File: config.mk
export PLATFORM = sky130hd
export DESIGN_NAME = morse_symbol_sequencer_flat
export DESIGN_NICKNAME = d
export VERILOG_FILES = /design/src/rtl/morse_symbol_sequencer_pkg.sv /design/src/rtl/morse_symbol_sequencer_if.sv /design/src/rtl/morse_symbol_sequencer_unit_timer.sv /design/src/rtl/morse_symbol_sequencer.sv /design/src/flat_wrapper.sv
export SDC_FILE = /design/constraint.sdc
export NUM_CORES = 1
export LEC_CHECK = 0
export ABC_AREA = 1
export CAP_MARGIN = 20
export CORE_UTILIZATION = 50
export DETAILED_ROUTE_END_ITERATION = 7
export GPL_TIMING_DRIVEN = 1
export MAX_ROUTING_LAYER = met4
export PLACE_DENSITY = 0.68
export SLEW_MARGIN = 20
export SYNTH_ARGS = -nofsm -noshare
export SYNTH_HDL_FRONTEND = slang
export SYNTH_SLANG_ARGS = --single-unit
File: constraint.sdc
create_clock -name clk -period 2.1 [get_ports clk]
set_input_delay 0.21 -clock clk [delete_from_list [all_inputs] [get_ports clk]]
set_output_delay 0.21 -clock clk [all_outputs]
set_load 0.01 [all_outputs]
File: src/rtl/morse_symbol_sequencer_pkg.sv
// Shared definitions for the Morse symbol sequencer: symbol codes, unit
// multipliers and FSM state encoding.
package morse_symbol_sequencer_pkg;

  // Symbol codes delivered by the 16:1 symbol mux.
  localparam logic [2:0] SYM_END  = 3'b000;
  localparam logic [2:0] SYM_DOT  = 3'b001;
  localparam logic [2:0] SYM_DASH = 3'b010;
  localparam logic [2:0] SYM_LGAP = 3'b011;
  localparam logic [2:0] SYM_WGAP = 3'b100;

  // Lengths in Morse units.
  localparam logic [2:0] DOT_UNITS  = 3'd1;
  localparam logic [2:0] DASH_UNITS = 3'd3;
  localparam logic [2:0] LGAP_UNITS = 3'd3;
  localparam logic [2:0] WGAP_UNITS = 3'd7;
  localparam logic [2:0] IGAP_UNITS = 3'd1;

  typedef enum logic [2:0] {
    StIdle,
    StFetch,
    StMark,
    StSpace,
    StIgap,
    StFin,
    StRgap
  } state_e;

  // Number of units a timed symbol lasts; non-timed codes map to one unit.
  function automatic logic [2:0] unit_mult(logic [2:0] sym);
    logic [2:0] n;
    case (sym)
      SYM_DOT:  n = DOT_UNITS;
      SYM_DASH: n = DASH_UNITS;
      SYM_LGAP: n = LGAP_UNITS;
      SYM_WGAP: n = WGAP_UNITS;
      default:  n = IGAP_UNITS;
    endcase
    return n;
  endfunction

endpackage

File: src/rtl/morse_symbol_sequencer_if.sv
// Handshake/bus bundle between the character source (symbol mux + start
// logic) and the Morse sequencer. The repetir line exists only when
// MORSE_REPEAT_EN is defined.
interface morse_symbol_sequencer_if;
  logic       start;
  logic [2:0] simbolo;
  logic [3:0] sel;
  logic       key_out;
  logic       busy;
  logic       done;
`ifdef MORSE_REPEAT_EN
  logic       repetir;

  modport master (
    output start, simbolo, repetir,
    input  sel, key_out, busy, done
  );

  modport slave (
    input  start, simbolo, repetir,
    output sel, key_out, busy, done
  );
`else
  modport master (
    output start, simbolo,
    input  sel, key_out, busy, done
  );

  modport slave (
    input  start, simbolo,
    output sel, key_out, busy, done
  );
`endif
endinterface

File: src/rtl/morse_symbol_sequencer_unit_timer.sv
// Prescaler plus unit counter. A load arms the timer for n_i units; expire_o
// is high during the last of the n_i*UNIT_CYCLES cycles after the load edge,
// so a state entered on the load edge lasts exactly that long.
module morse_symbol_sequencer_unit_timer #(
  parameter int unsigned UNIT_CYCLES = 50_000_000
) (
  input  logic       clk,
  input  logic       rst,
  input  logic       load_i,
  input  logic [2:0] n_i,
  output logic       expire_o
);

  localparam int unsigned PreW = $clog2(UNIT_CYCLES);
  localparam logic [PreW-1:0] PreLast = PreW'(UNIT_CYCLES - 1);

  logic [PreW-1:0] pre_q, pre_d;
  logic [2:0]      unit_q, unit_d;
  logic [2:0]      n_q, n_d;
  logic            active_q, active_d;

  logic last_pre, last_unit;
  assign last_pre  = (pre_q == PreLast);
  assign last_unit = (unit_q == (n_q - 3'd1));
  assign expire_o  = active_q && last_pre && last_unit;

  // Next-state: a load restarts counting even on the expiring cycle.
  always_comb begin
    pre_d    = pre_q;
    unit_d   = unit_q;
    n_d      = n_q;
    active_d = active_q;
    if (load_i) begin
      pre_d    = '0;
      unit_d   = '0;
      n_d      = n_i;
      active_d = 1'b1;
    end else if (active_q) begin
      if (last_pre) begin
        pre_d = '0;
        if (last_unit) begin
          active_d = 1'b0;
        end else begin
          unit_d = unit_q + 3'd1;
        end
      end else begin
        pre_d = pre_q + PreW'(1);
      end
    end
  end

  // State register with synchronous reset.
  always_ff @(posedge clk) begin
    if (rst) begin
      pre_q    <= '0;
      unit_q   <= '0;
      n_q      <= '0;
      active_q <= 1'b0;
    end else begin
      pre_q    <= pre_d;
      unit_q   <= unit_d;
      n_q      <= n_d;
      active_q <= active_d;
    end
  end

endmodule

File: src/rtl/morse_symbol_sequencer.sv
// Morse symbol sequencer: walks symbol slots 1..MAX_SLOTS of the selected
// character through the symbol mux and produces the keyed carrier waveform.
// Optional feature macro: MORSE_REPEAT_EN (adds repetir, loops the character
// with a word gap between repetitions).
module morse_symbol_sequencer
  import morse_symbol_sequencer_pkg::*;
#(
  parameter int unsigned UNIT_CYCLES = 50_000_000,
  parameter int unsigned MAX_SLOTS   = 12
) (
  input logic                        clk,
  input logic                        rst,
  morse_symbol_sequencer_if.slave    bus
);

  localparam logic [3:0] LastSel = 4'(MAX_SLOTS);

  state_e     state_q, state_d;
  logic [3:0] sel_q, sel_d;
  logic       key_q, busy_q, done_q;

  logic       tmr_load;
  logic [2:0] tmr_n;
  logic       tmr_expire;

  morse_symbol_sequencer_unit_timer #(
    .UNIT_CYCLES(UNIT_CYCLES)
  ) u_timer (
    .clk      (clk),
    .rst      (rst),
    .load_i   (tmr_load),
    .n_i      (tmr_n),
    .expire_o (tmr_expire)
  );

  // Next state, select and timer control; timed states load the timer on entry.
  always_comb begin
    state_d  = state_q;
    sel_d    = sel_q;
    tmr_load = 1'b0;
    tmr_n    = IGAP_UNITS;
    case (state_q)
      StIdle: begin
        if (bus.start) begin
          sel_d   = 4'd1;
          state_d = StFetch;
        end
      end
      StFetch: begin
        case (bus.simbolo)
          SYM_DOT, SYM_DASH: begin
            state_d  = StMark;
            tmr_load = 1'b1;
            tmr_n    = unit_mult(bus.simbolo);
          end
          SYM_LGAP, SYM_WGAP: begin
            state_d  = StSpace;
            tmr_load = 1'b1;
            tmr_n    = unit_mult(bus.simbolo);
          end
          default: state_d = StFin;
        endcase
      end
      StMark: begin
        if (tmr_expire) begin
          state_d  = StIgap;
          tmr_load = 1'b1;
          tmr_n    = IGAP_UNITS;
        end
      end
      StIgap, StSpace: begin
        if (tmr_expire) begin
          if (sel_q == LastSel) begin
            state_d = StFin;
          end else begin
            sel_d   = sel_q + 4'd1;
            state_d = StFetch;
          end
        end
      end
      StFin: begin
        sel_d   = 4'd0;
        state_d = StIdle;
`ifdef MORSE_REPEAT_EN
        if (bus.repetir) begin
          state_d  = StRgap;
          tmr_load = 1'b1;
          tmr_n    = WGAP_UNITS;
        end
`endif
      end
      StRgap: begin
        if (tmr_expire) begin
          sel_d   = 4'd1;
          state_d = StFetch;
        end
      end
      default: begin
        sel_d   = 4'd0;
        state_d = StIdle;
      end
    endcase
  end

  // State and output registers; outputs are decoded from the next state so
  // they line up with the state they describe.
  always_ff @(posedge clk) begin
    if (rst) begin
      state_q <= StIdle;
      sel_q   <= 4'd0;
      key_q   <= 1'b0;
      busy_q  <= 1'b0;
      done_q  <= 1'b0;
    end else begin
      state_q <= state_d;
      sel_q   <= sel_d;
      key_q   <= (state_d == StMark);
      busy_q  <= (state_d != StIdle);
      done_q  <= (state_d == StFin);
    end
  end

  assign bus.sel     = sel_q;
  assign bus.key_out = key_q;
  assign bus.busy    = busy_q;
  assign bus.done    = done_q;

endmodule

File: src/flat_wrapper.sv
// flat-port wrapper written by rule: the top's interface ports become plain ports
module morse_symbol_sequencer_flat import morse_symbol_sequencer_pkg::*;
#(
  parameter int unsigned UNIT_CYCLES = 50_000_000,
  parameter int unsigned MAX_SLOTS   = 12
)
  (clk, rst, bus_start, bus_simbolo, bus_sel, bus_key_out, bus_busy, bus_done);
  morse_symbol_sequencer_if bus_i ();
  input logic clk;
  input logic rst;
  input wire logic [$bits(bus_i.start)-1:0] bus_start;
  input wire logic [$bits(bus_i.simbolo)-1:0] bus_simbolo;
  output wire logic [$bits(bus_i.sel)-1:0] bus_sel;
  output wire logic [$bits(bus_i.key_out)-1:0] bus_key_out;
  output wire logic [$bits(bus_i.busy)-1:0] bus_busy;
  output wire logic [$bits(bus_i.done)-1:0] bus_done;
  assign bus_i.start = bus_start;
  assign bus_i.simbolo = bus_simbolo;
  assign bus_sel = bus_i.sel;
  assign bus_key_out = bus_i.key_out;
  assign bus_busy = bus_i.busy;
  assign bus_done = bus_i.done;
  morse_symbol_sequencer #(.UNIT_CYCLES(UNIT_CYCLES), .MAX_SLOTS(MAX_SLOTS)) u_core (.clk(clk), .rst(rst), .bus(bus_i));
endmodule
==> impl_metrics.py, run 1 <==
metrics = {
    "run_status": {
        "status": "finished clean",
    },
    "routing": {
        "drtIter0Drc": 104,
        "drcViolationCount": 0,
        "wl_per_cell_um": 10.9,
        "dr.pass1.iters": 4,
        "ant_nets": 0,
        "wl_mm": 4.90,
        "vias": 2192,
        "via_per_inst": 4.89,
    },
    "yosys": {
        "synth_top_area_cell": "dfxtp_1",
        "synthArstFlopShare_pct": 0,
        "ys_ff_latch": 43,
        "synth-edff-count": 0,
        "synth.most_common_cell": "nand2_1",
        "synthTopCellsByArea": "dfxtp_1 34%, nand2_1 12%, inv_1 8.5%, nor2_1 7.9%, nand3_1 6.6%",
        "yosysSeqAreaShare_pct": 34.1,
        "synthesis.nets": 377,
        "synthesis.area_um2": 2520,
        "synth_top_area_share_pct": 34.1,
        "syn_avg_cell_area_um2": 6.89,
        "synth_ff_type": "dfxtp_1",
        "synth_cell_type_count": 38,
        "synthTopCellsByCount": "78 x nand2_1, 57 x inv_1, 53 x nor2_1, 43 x dfxtp_1, 33 x nand3_1",
        "yosysWarnings": 0,
        "synthCells": 366,
    },
    "sta": {
        "setup_viol": 0,
        "drv_slew": 0,
        "rsz0062_at_grt": "false",
        "fin_crit_ns": 1.84,
        "fin_worst_skew_ns": 0.00428,
        "max_freq_mhz": 544,
        "worst_pin_slew_ns": 0.421,
        "setup-tns-final_ns": 0,
        "period_share_pct": 87.6,
        "maxSlewHeadroom_pct": 71.9,
        "finalHoldViolCount": 0,
    },
    "setup_path": {
        "crit_path_end_kind": "flop",
        "worst_path_most_repeated_cell": "nand2_1",
        "cp.arrival_ns": 2.02,
        "crit_family": "simple AND/OR/NAND/NOR gates",
        "startpoint_type": "flop",
        "critPathSlowestCell": "dfxtp_1",
        "cp_max_fo": 6,
        "critical_path.n_buffers_inverters": 2,
        "max_stage_delay_ns": 0.37,
        "path_cells": "inv_1 > ha_1 > nand2_1 > inv_1 > nor2_1 > nand2_1 > nor2_4 > nand3_4 > nand2_1 > nand2_1 > o21ai_1 > nand2_1",
        "critical_path_required_ns": 2.29,
        "crit_type": "flop to flop",
    },
    "worst_hold_path": {
        "holdCritPathClass": "flop to flop",
    },
    "power_and_ir_drop": {
        "peakVddDrop_mv": 0.400,
        "power_mw": 1.94,
        "leakagePower_nw": 1.27,
        "power.density_nw_per_um2": 695,
    },
    "placement": {
        "gp_congestion": 0.894,
        "portBuffers": 12,
        "dpl.hpwl_mm": 3.70,
    },
    "job": {
        "maxCapViolCount": 0,
    },
    "grt": {
        "gr-total-overflow": 0,
        "grtUsageTotal_pct": 21.1,
        "grt_max_degree": 17,
        "first_global_vias": 1972,
        "grt_pass1_wl_mm": 8.56,
        "antenna_found_initial": 0,
    },
    "floorplanning": {
        "start_util_pct": 52.7,
        "io_pins": 13,
        "die_area_um2": 5330,
        "rows": 25,
        "die_h_um": 73.0,
        "fp.dieW_um": 73.0,
        "core_region_area_um2": 4790,
    },
    "clocking": {
        "cts-resized-gates": 0,
        "cts_inserted_buffers": 5,
        "h-tree-depth": 2,
        "cts_hold_buffers": 0,
        "clock_sinks": 43,
        "cts.clk_slew.worst_paths_ns": 0.08,
        "cts_setup_buffers": 0,
        "cts_root_buffer": "clkbuf_8",
        "cts_tree": "built",
        "clkLatencyLatePin_ns": 0.29,
        "clk_path_buf_depth": 2,
    },
    "cells_and_area": {
        "layout-drive-gt1-share_pct": 8.92,
        "fill_cells": 462,
        "area_delta_synth_final_pct": 10.5,
        "fin_nets": 392,
        "diodes": 0,
    },
}
==> final timing paths <==
check                           start                        to  slack, ns  depth (start not counted)
max reg2reg     u_core.u_timer.n_q[0]           u_core.bus.busy       0.26                         12
min reg2reg  u_core.u_timer.pre_q[22]  u_core.u_timer.pre_q[22]       0.48                          2
min          u_core.u_timer.pre_q[22]  u_core.u_timer.pre_q[22]       0.48                          2
max             u_core.u_timer.n_q[0]           u_core.bus.busy       0.26                         12
==> logic make-up after synthesis <==
family	count (synthesis)	synth area share, %
AND/OR/NAND/NOR	205	40.1
buffers and inverters	66	11.2
flip-flops	43	34.1
AO/OA/AOI/OAI	33	7.15
XOR/XNOR	14	4.86
adder cells (fa/ha/maj)	5	2.48
==> per-stage QoR <==
step / hold WS [ns] / std cells / utilization [%] / setup slack, ns / area, um2
2_1_floorplan: 0.279 / 366 / - / 0.411 / 2520
3_3_place_gp: 0.463 / 441 / 56.1 / 0.284 / 2680
3_5_place_dp: 0.474 / 441 / 56.1 / 0.253 / 2680
4_1_cts: 0.486 / 448 / 58.2 / 0.234 / 2790
5_1_grt: 0.495 / 448 / 58.2 / 0.0955 / 2790
6_report: 0.484 / 448 / 58.2 / 0.261 / 2790
==> worst reg2reg max path, cell delays in order (launching register included) <==
cell and delay, ns:
dfxtp_1 0.37, inv_1 0.05, ha_1 0.30, nand2_1 0.07
inv_1 0.04, nor2_1 0.08, nand2_1 0.09, nor2_4 0.23
nand3_4 0.12, nand2_1 0.10, nand2_1 0.08, o21ai_1 0.14
nand2_1 0.06
==> registers in the layout, indices dropped and copies added, names as in the netlist <==
name,cells
u_core.state_q,3
u_core.bus.done,1
u_core.bus.sel,4
u_core.bus.busy,1
u_core.u_timer.active_q,1
u_core.u_timer.unit_q,3
u_core.u_timer.pre_q,26
u_core.bus.key_out,1
u_core.u_timer.n_q,3
==> layer usage <==
metal | global-route usage (%) | part of all wire [%] | up-vias
li1 | - | - | 1183
met1 | 25.5 | 49 | 981
met2 | 34.8 | 48 | 23
met3 | 5.11 | 2.4 | 5
met4 | 6.32 | 1.2 | 0
met5 | - | 0 | -
==> where the power goes <==
group / leakage [nW] / switching, mW / internal (mW)
Combinational: 0.866 / 0.248 / 0.160
Sequential: 0.348 / 0.0402 / 0.859
Clock: 0.0513 / 0.280 / 0.349
==> layout make-up <==
cell class	count	area, um2	area share (%)
flip-flops and latches	43	861	30.9
multi-input cells	257	1380	49.5
inverters	60	225	8.09
well taps	67	83.8	3.01
repair buffers	14	135	4.85
clock inverters	1	30.0	1.08
clock buffers	6	72.6	2.61
==> layout by cell type, fill, tap and decap left out, types with 9 or more instances in the layout <==
cell and n:
nor2_1 53, a21oi_1 16, inv_1 57, nand3_1 33, xor2_1 11, o21ai_0 9, clkdlybuf4s50_1 12, nand2_1 78
dfxtp_1 43
Note: power is estimated with default switching activity, not from simulation.
==> run 2, diff against run 1 <==
Settings changed: REMOVE_ABC_BUFFERS set to 1.
==> run 2 against run 1 <==
Via count up 1.5%. Clock skew down 0.0012 ns. Utilization up 0.47 points. Critical path depth down 2. Fmax about the same. Global-route usage down 0.13 points. Die area unchanged. Power up 1.8%. Critical endpoint is now u_core.u_timer.n_q[2].
==> impl_metrics.py, run 2 (synthesized netlist as in run 1, its figures left out) <==
metrics = {
    "routing": {
        "drtIter0Drc": 108,
        "wl_mm": 4.88,
        "vias": 2224,
        "drcViolationCount": 0,
        "ant_nets": 0,
        "dr.pass1.iters": 5,
        "via_per_inst": 4.94,
        "wl_per_cell_um": 10.8,
    },
    "floorplanning": {
        "die_h_um": 73.0,
        "io_pins": 13,
        "fp.dieW_um": 73.0,
        "start_util_pct": 52.7,
        "rows": 25,
        "die_area_um2": 5330,
        "core_region_area_um2": 4790,
    },
    "cells_and_area": {
        "fin_nets": 393,
        "utilization_pct": 58.7,
        "final_cell_mix": "78 x nand2_1, 57 x inv_1, 53 x nor2_1",
        "largest_register_ffs": 26,
        "layout-drive-gt1-share_pct": 9.66,
        "seq_area_um2": 861,
        "multiInputGateArea_um2": 1380,
        "fin_area_um2": 2810,
        "diodes": 0,
        "top_register": "u_core.u_timer.pre_q",
        "area_delta_synth_final_pct": 11.4,
        "layout_commonest_cell": "nand2_1",
        "fill_cells": 486,
    },
    "sta": {
        "setup_viol": 0,
        "drv_slew": 0,
        "setup-tns-final_ns": 0,
        "worst_pin_slew_ns": 0.439,
        "max_freq_mhz": 543,
        "maxSlewHeadroom_pct": 70.7,
        "fin_worst_skew_ns": 0.00304,
        "period_share_pct": 87.6,
        "hold_slack_ns": 0.475,
        "rsz0062_at_grt": "false",
        "fin_crit_ns": 1.84,
        "finalHoldViolCount": 0,
    },
    "setup_path": {
        "startpoint_type": "flop",
        "crit_type": "flop to flop",
        "max_stage_delay_ns": 0.37,
        "cp_max_fo": 16,
        "critical_path.n_buffers_inverters": 2,
        "crit_family": "simple AND/OR/NAND/NOR gates",
        "path_cells": "inv_1 > ha_1 > nand2_1 > inv_1 > nor2_1 > nand2_1 > nor2_4 > nand4_4 > nand3_4 > o21ai_0",
        "critPathSlowestCell": "dfxtp_1",
        "crit_path_end_kind": "flop",
        "r2r_slack_ns": 0.26,
        "cp.arrival_ns": 2.02,
        "critical_path_required_ns": 2.28,
    },
    "power_and_ir_drop": {
        "power.density_nw_per_um2": 702,
        "peakVddDrop_mv": 0.391,
        "power_mw": 1.97,
        "leakagePower_nw": 1.28,
    },
    "clocking": {
        "clk_path_buf_depth": 2,
        "cts.clk_slew.worst_paths_ns": 0.08,
        "cts_root_buffer": "clkbuf_8",
        "cts_inserted_buffers": 5,
        "clock_sinks": 43,
        "cts_hold_buffers": 0,
        "clkLatencyLatePin_ns": 0.29,
        "cts_setup_buffers": 0,
        "cts-resized-gates": 0,
        "cts_tree": "built",
        "h-tree-depth": 2,
    },
    "grt": {
        "antenna_found_initial": 0,
        "first_global_vias": 1910,
        "grt_pass1_wl_mm": 8.49,
        "grt_max_degree": 17,
        "grtUsageTotal_pct": 21.0,
        "gr-total-overflow": 0,
    },
    "placement": {
        "portBuffers": 12,
        "dpl.hpwl_mm": 3.61,
        "gp_congestion": 0.813,
        "placed_cell_area_um2": 2690,
    },
    "job": {
        "maxCapViolCount": 0,
    },
    "run_status": {
        "status": "finished clean",
    },
    "worst_hold_path": {
        "holdCritPathClass": "flop to flop",
    },
}
==> run 2: routing by layer <==
| layer | wire [um] | track usage [%] | up-vias |
|---|---|---|---|
| li1 | - | - | 1191 |
| met5 | 0 | - | - |
| met3 | 187 | 5.39 | 2 |
| met4 | 26 | 4.58 | 0 |
| met1 | 2470 | 27.5 | 996 |
| met2 | 2200 | 32.5 | 35 |
==> run 2: power by group <==
| group | leakage, nW | internal [mW] | total, mW | switching (mW) |
|---|---|---|---|---|
| clock | 0.0612 | 0.385 | 0.670 | 0.285 |
| sequential | 0.348 | 0.859 | 0.897 | 0.0375 |
| combinational | 0.871 | 0.161 | 0.405 | 0.244 |
==> run 2: worst min-delay path, cell delays in order (launching register included) <==
cell     delay [ns]
dfxtp_1        0.32
nand2_1        0.06
a21oi_1        0.05
==> run 2: final cells by class <==
cell class | count | share of cell area [%]
Inverter | 60 | 8.02
Multi-Input combinational cell | 257 | 49.1
Sequential cell | 43 | 30.7
Timing Repair Buffer | 15 | 5.08
Tap cell | 67 | 2.99
Clock buffer | 6 | 2.94
Clock inverter | 2 | 1.25
==> run 2: path summary, 6_finish.rpt <==
check,start,end,cells after the start
worst max-delay path,u_core.u_timer.n_q[0],u_core.u_timer.n_q[2],10
worst max register to register,u_core.u_timer.n_q[0],u_core.u_timer.n_q[2],10
worst min register to register,u_core.u_timer.pre_q[22],u_core.u_timer.pre_q[22],2
worst min-delay path,u_core.u_timer.pre_q[22],u_core.u_timer.pre_q[22],2
==> run 2: stage by stage <==
stage	setup slack, ns	cells
after global routing	0.0822	450
after detailed placement	0.234	442
final	0.260	450
after floorplan	0.333	360
after global placement	0.246	442
after CTS	0.221	450
==> run 3, diff against run 2 <==
Settings changed: ABC_AREA 1 to 0, CORE_UTILIZATION 50 to 55, PLACE_DENSITY 0.68 to 0.74, SLEW_MARGIN 20 to 25.
==> run 3 against run 2 <==
The flow now finishes with violations (design-rule violations). Clock power decreased by 1%. Final cell count down 26%. Largest power group unchanged. Largest cell class unchanged. Synthesized cell count shrank 28%.
==> impl_metrics.py, run 3 <==
metrics = {
    "run_status": {
        "status": "finished, violations left",
        "violations": "design-rule violations",
    },
    "placement": {
        "placed_cell_area_um2": 2520,
        "gp_congestion": 0.803,
        "portBuffers": 12,
        "place_inst": 324,
        "dpl.hpwl_mm": 3.08,
    },
    "floorplanning": {
        "die_h_um": 66.7,
        "core_region_area_um2": 4000,
        "start_util_pct": 57.6,
        "fp.dieW_um": 66.7,
        "rows": 23,
        "die_area_um2": 4450,
        "io_pins": 13,
    },
    "routing": {
        "wl_per_cell_um": 13.1,
        "wl_mm": 4.34,
        "vias": 1890,
        "dr.pass1.iters": 6,
        "drtIter0Drc": 83,
        "via_per_inst": 5.69,
        "ant_nets": 0,
        "drcViolationCount": 2,
    },
    "yosys": {
        "synth_top_area_cell": "dfxtp_1",
        "yosysWarnings": 0,
        "ys_ff_latch": 43,
        "synthesis.area_um2": 2300,
        "synthTopCellsByArea": "dfxtp_1 37%, xnor2_1 8.0%, nor2_1 6.5%, xor2_1 3.8%, nand2_1 2.8%",
        "yosysSeqAreaShare_pct": 37.4,
        "synth.most_common_cell": "dfxtp_1",
        "synth-edff-count": 0,
        "syn_avg_cell_area_um2": 8.75,
        "synth_ff_type": "dfxtp_1",
        "synthCells": 263,
        "synth_cell_type_count": 51,
        "synth_top_area_share_pct": 37.4,
        "synthTopCellsByCount": "43 x dfxtp_1, 40 x nor2_1, 21 x xnor2_1, 17 x nand2_1, 14 x inv_1",
        "synthArstFlopShare_pct": 0,
    },
    "setup_path": {
        "startpoint_type": "flop",
        "crit_type": "flop to flop",
        "cp_max_fo": 14,
        "max_stage_delay_ns": 0.37,
        "cp.arrival_ns": 2.14,
        "path_cells": "nor4b_1 > nand3_1 > nor3b_4 > buf_12 > mux2i_2 > nand4_1",
        "critical_path_required_ns": 2.27,
        "critical_path.n_buffers_inverters": 1,
        "crit_family": "simple AND/OR/NAND/NOR gates",
        "critPathSlowestCell": "dfxtp_1",
        "crit_path_end_kind": "flop",
    },
    "grt": {
        "antenna_found_initial": 0,
        "grt_pass1_wl_mm": 7.61,
        "gr-total-overflow": 0,
        "grtUsageTotal_pct": 23.0,
        "first_global_vias": 1765,
        "grt_max_degree": 27,
    },
    "cells_and_area": {
        "fin_nets": 292,
        "layout_commonest_cell": "dfxtp_1",
        "largest_register_ffs": 26,
        "layout-drive-gt1-share_pct": 11.7,
        "fin_area_um2": 2660,
        "diodes": 0,
        "fill_cells": 335,
        "area_delta_synth_final_pct": 15.7,
        "top_register": "u_core.u_timer.pre_q",
        "final_cell_mix": "43 x dfxtp_1, 40 x nor2_1, 21 x xnor2_1",
        "final_cells": 332,
    },
    "clocking": {
        "cts_inserted_buffers": 5,
        "cts.clk_slew.worst_paths_ns": 0.08,
        "clock_sinks": 43,
        "cts_tree": "built",
        "clk_path_buf_depth": 2,
        "h-tree-depth": 2,
        "cts_hold_buffers": 0,
        "cts_root_buffer": "clkbuf_8",
        "clkLatencyLatePin_ns": 0.30,
    },
    "job": {
        "maxCapViolCount": 0,
    },
    "sta": {
        "rsz0062_at_grt": "false",
        "setup_viol": 0,
        "hold_slack_ns": 0.476,
        "fin_crit_ns": 1.97,
        "fin_worst_skew_ns": 0.00713,
        "finalHoldViolCount": 0,
        "max_freq_mhz": 507,
        "period_share_pct": 93.9,
        "worst_pin_slew_ns": 0.454,
        "drv_slew": 0,
        "setup-tns-final_ns": 0,
        "maxSlewHeadroom_pct": 69.7,
    },
    "power_and_ir_drop": {
        "switchingPower_mw": 0.433,
        "peakVddDrop_mv": 0.580,
        "p_seq_share_pct": 49.2,
        "p_clk_share_pct": 37.2,
        "leakagePower_nw": 0.975,
        "p_int_mw": 1.34,
        "p_sw_share_pct": 24.4,
        "p_comb_share_pct": 13.6,
        "power.density_nw_per_um2": 667,
    },
    "worst_hold_path": {
        "holdCritPathClass": "flop to flop",
    },
}
[run 3: changes by cell type after synthesis, sizes merged, moves of 10 or more]
cell | before | now
nand2 | 86 | 17
inv | 60 | 14
nand3 | 36 | 12
xnor2 | 3 | 21
nor2 | 58 | 41
a21oi | 16 | 6
o21ai | 13 | 3
[run 3: repair_timing]
action                                  in CTS  in global routing
cloned                                       0                  0
setup buffers                                0                  0
pin swaps                                    0                  0
resized for setup                            1                  3
endpoints found under the setup margin       1                  3
[run 3: kinds of logic (layout without fill, tap and decap cells)]
logic type,Yosys count,after routing,share of synthesized area [%]
AO/OA/AOI/OAI,27,27,9.02
buffers and inverters,26,45,5.49
adder cells (fa/ha/maj),5,5,2.72
XOR/XNOR,32,32,12.8
AND/OR/NAND/NOR,124,124,29.9
flip-flops,43,43,37.4
multiplexers,6,6,2.61
[run 3: power groups by stage]
stage | Sequential [mW] | Clock (mW) | Combinational [mW]
floorplan | 0.894 | 0 | 0.144
global placement | 0.893 | 0 | 0.235
detailed placement | 0.893 | 0 | 0.238
CTS | 0.874 | 0.682 | 0.240
global route | 0.879 | 0.711 | 0.269
finish | 0.874 | 0.661 | 0.241
[run 3: area by class of cell]
class / count / area [um2] / share of cell area [%]
flip-flops and latches: 43 / 861 / 32.3
inverters: 14 / 52.6 / 1.97
clock inverters: 2 / 35.0 / 1.32
well taps: 50 / 62.6 / 2.35
clock buffers: 6 / 82.6 / 3.10
repair buffers: 23 / 228 / 8.55
multi-input cells: 194 / 1340 / 50.4
[run 3: stage by stage]
step,utilization (%),power (mW),worst slack (ns)
floorplan,-,1.04,0.0303
global placement,63.0,1.13,0.0560
detailed placement,63.0,1.13,0.0220
CTS,66.1,1.80,0.0527
global route,66.6,1.86,0.0120
finish,66.6,1.78,0.129
[run 3: path summary, 6_finish.rpt]
kind	cells after the start	slack [ns]	end	startpoint
worst min register to register	2	0.48	u_core.u_timer.n_q[1]	u_core.u_timer.n_q[1]
worst max-delay path	6	0.13	u_core.bus.busy	u_core.u_timer.pre_q[18]
worst max register to register	6	0.13	u_core.bus.busy	u_core.u_timer.pre_q[18]
worst min-delay path	2	0.48	u_core.u_timer.n_q[1]	u_core.u_timer.n_q[1]
[run 3: metal layers]
layer  global-route usage [%]  wire, um
met1                     28.4      2100
met2                     36.1      2020
met3                     5.82       154
met4                     8.24        59
met5                        -         0
[run 3: worst reg2reg max path: stages, from the launching register on]
cell	delay, ns
dfxtp_1	0.37
nor4b_1	0.33
nand3_1	0.30
nor3b_4	0.30
buf_12	0.17
mux2i_2	0.25
nand4_1	0.12
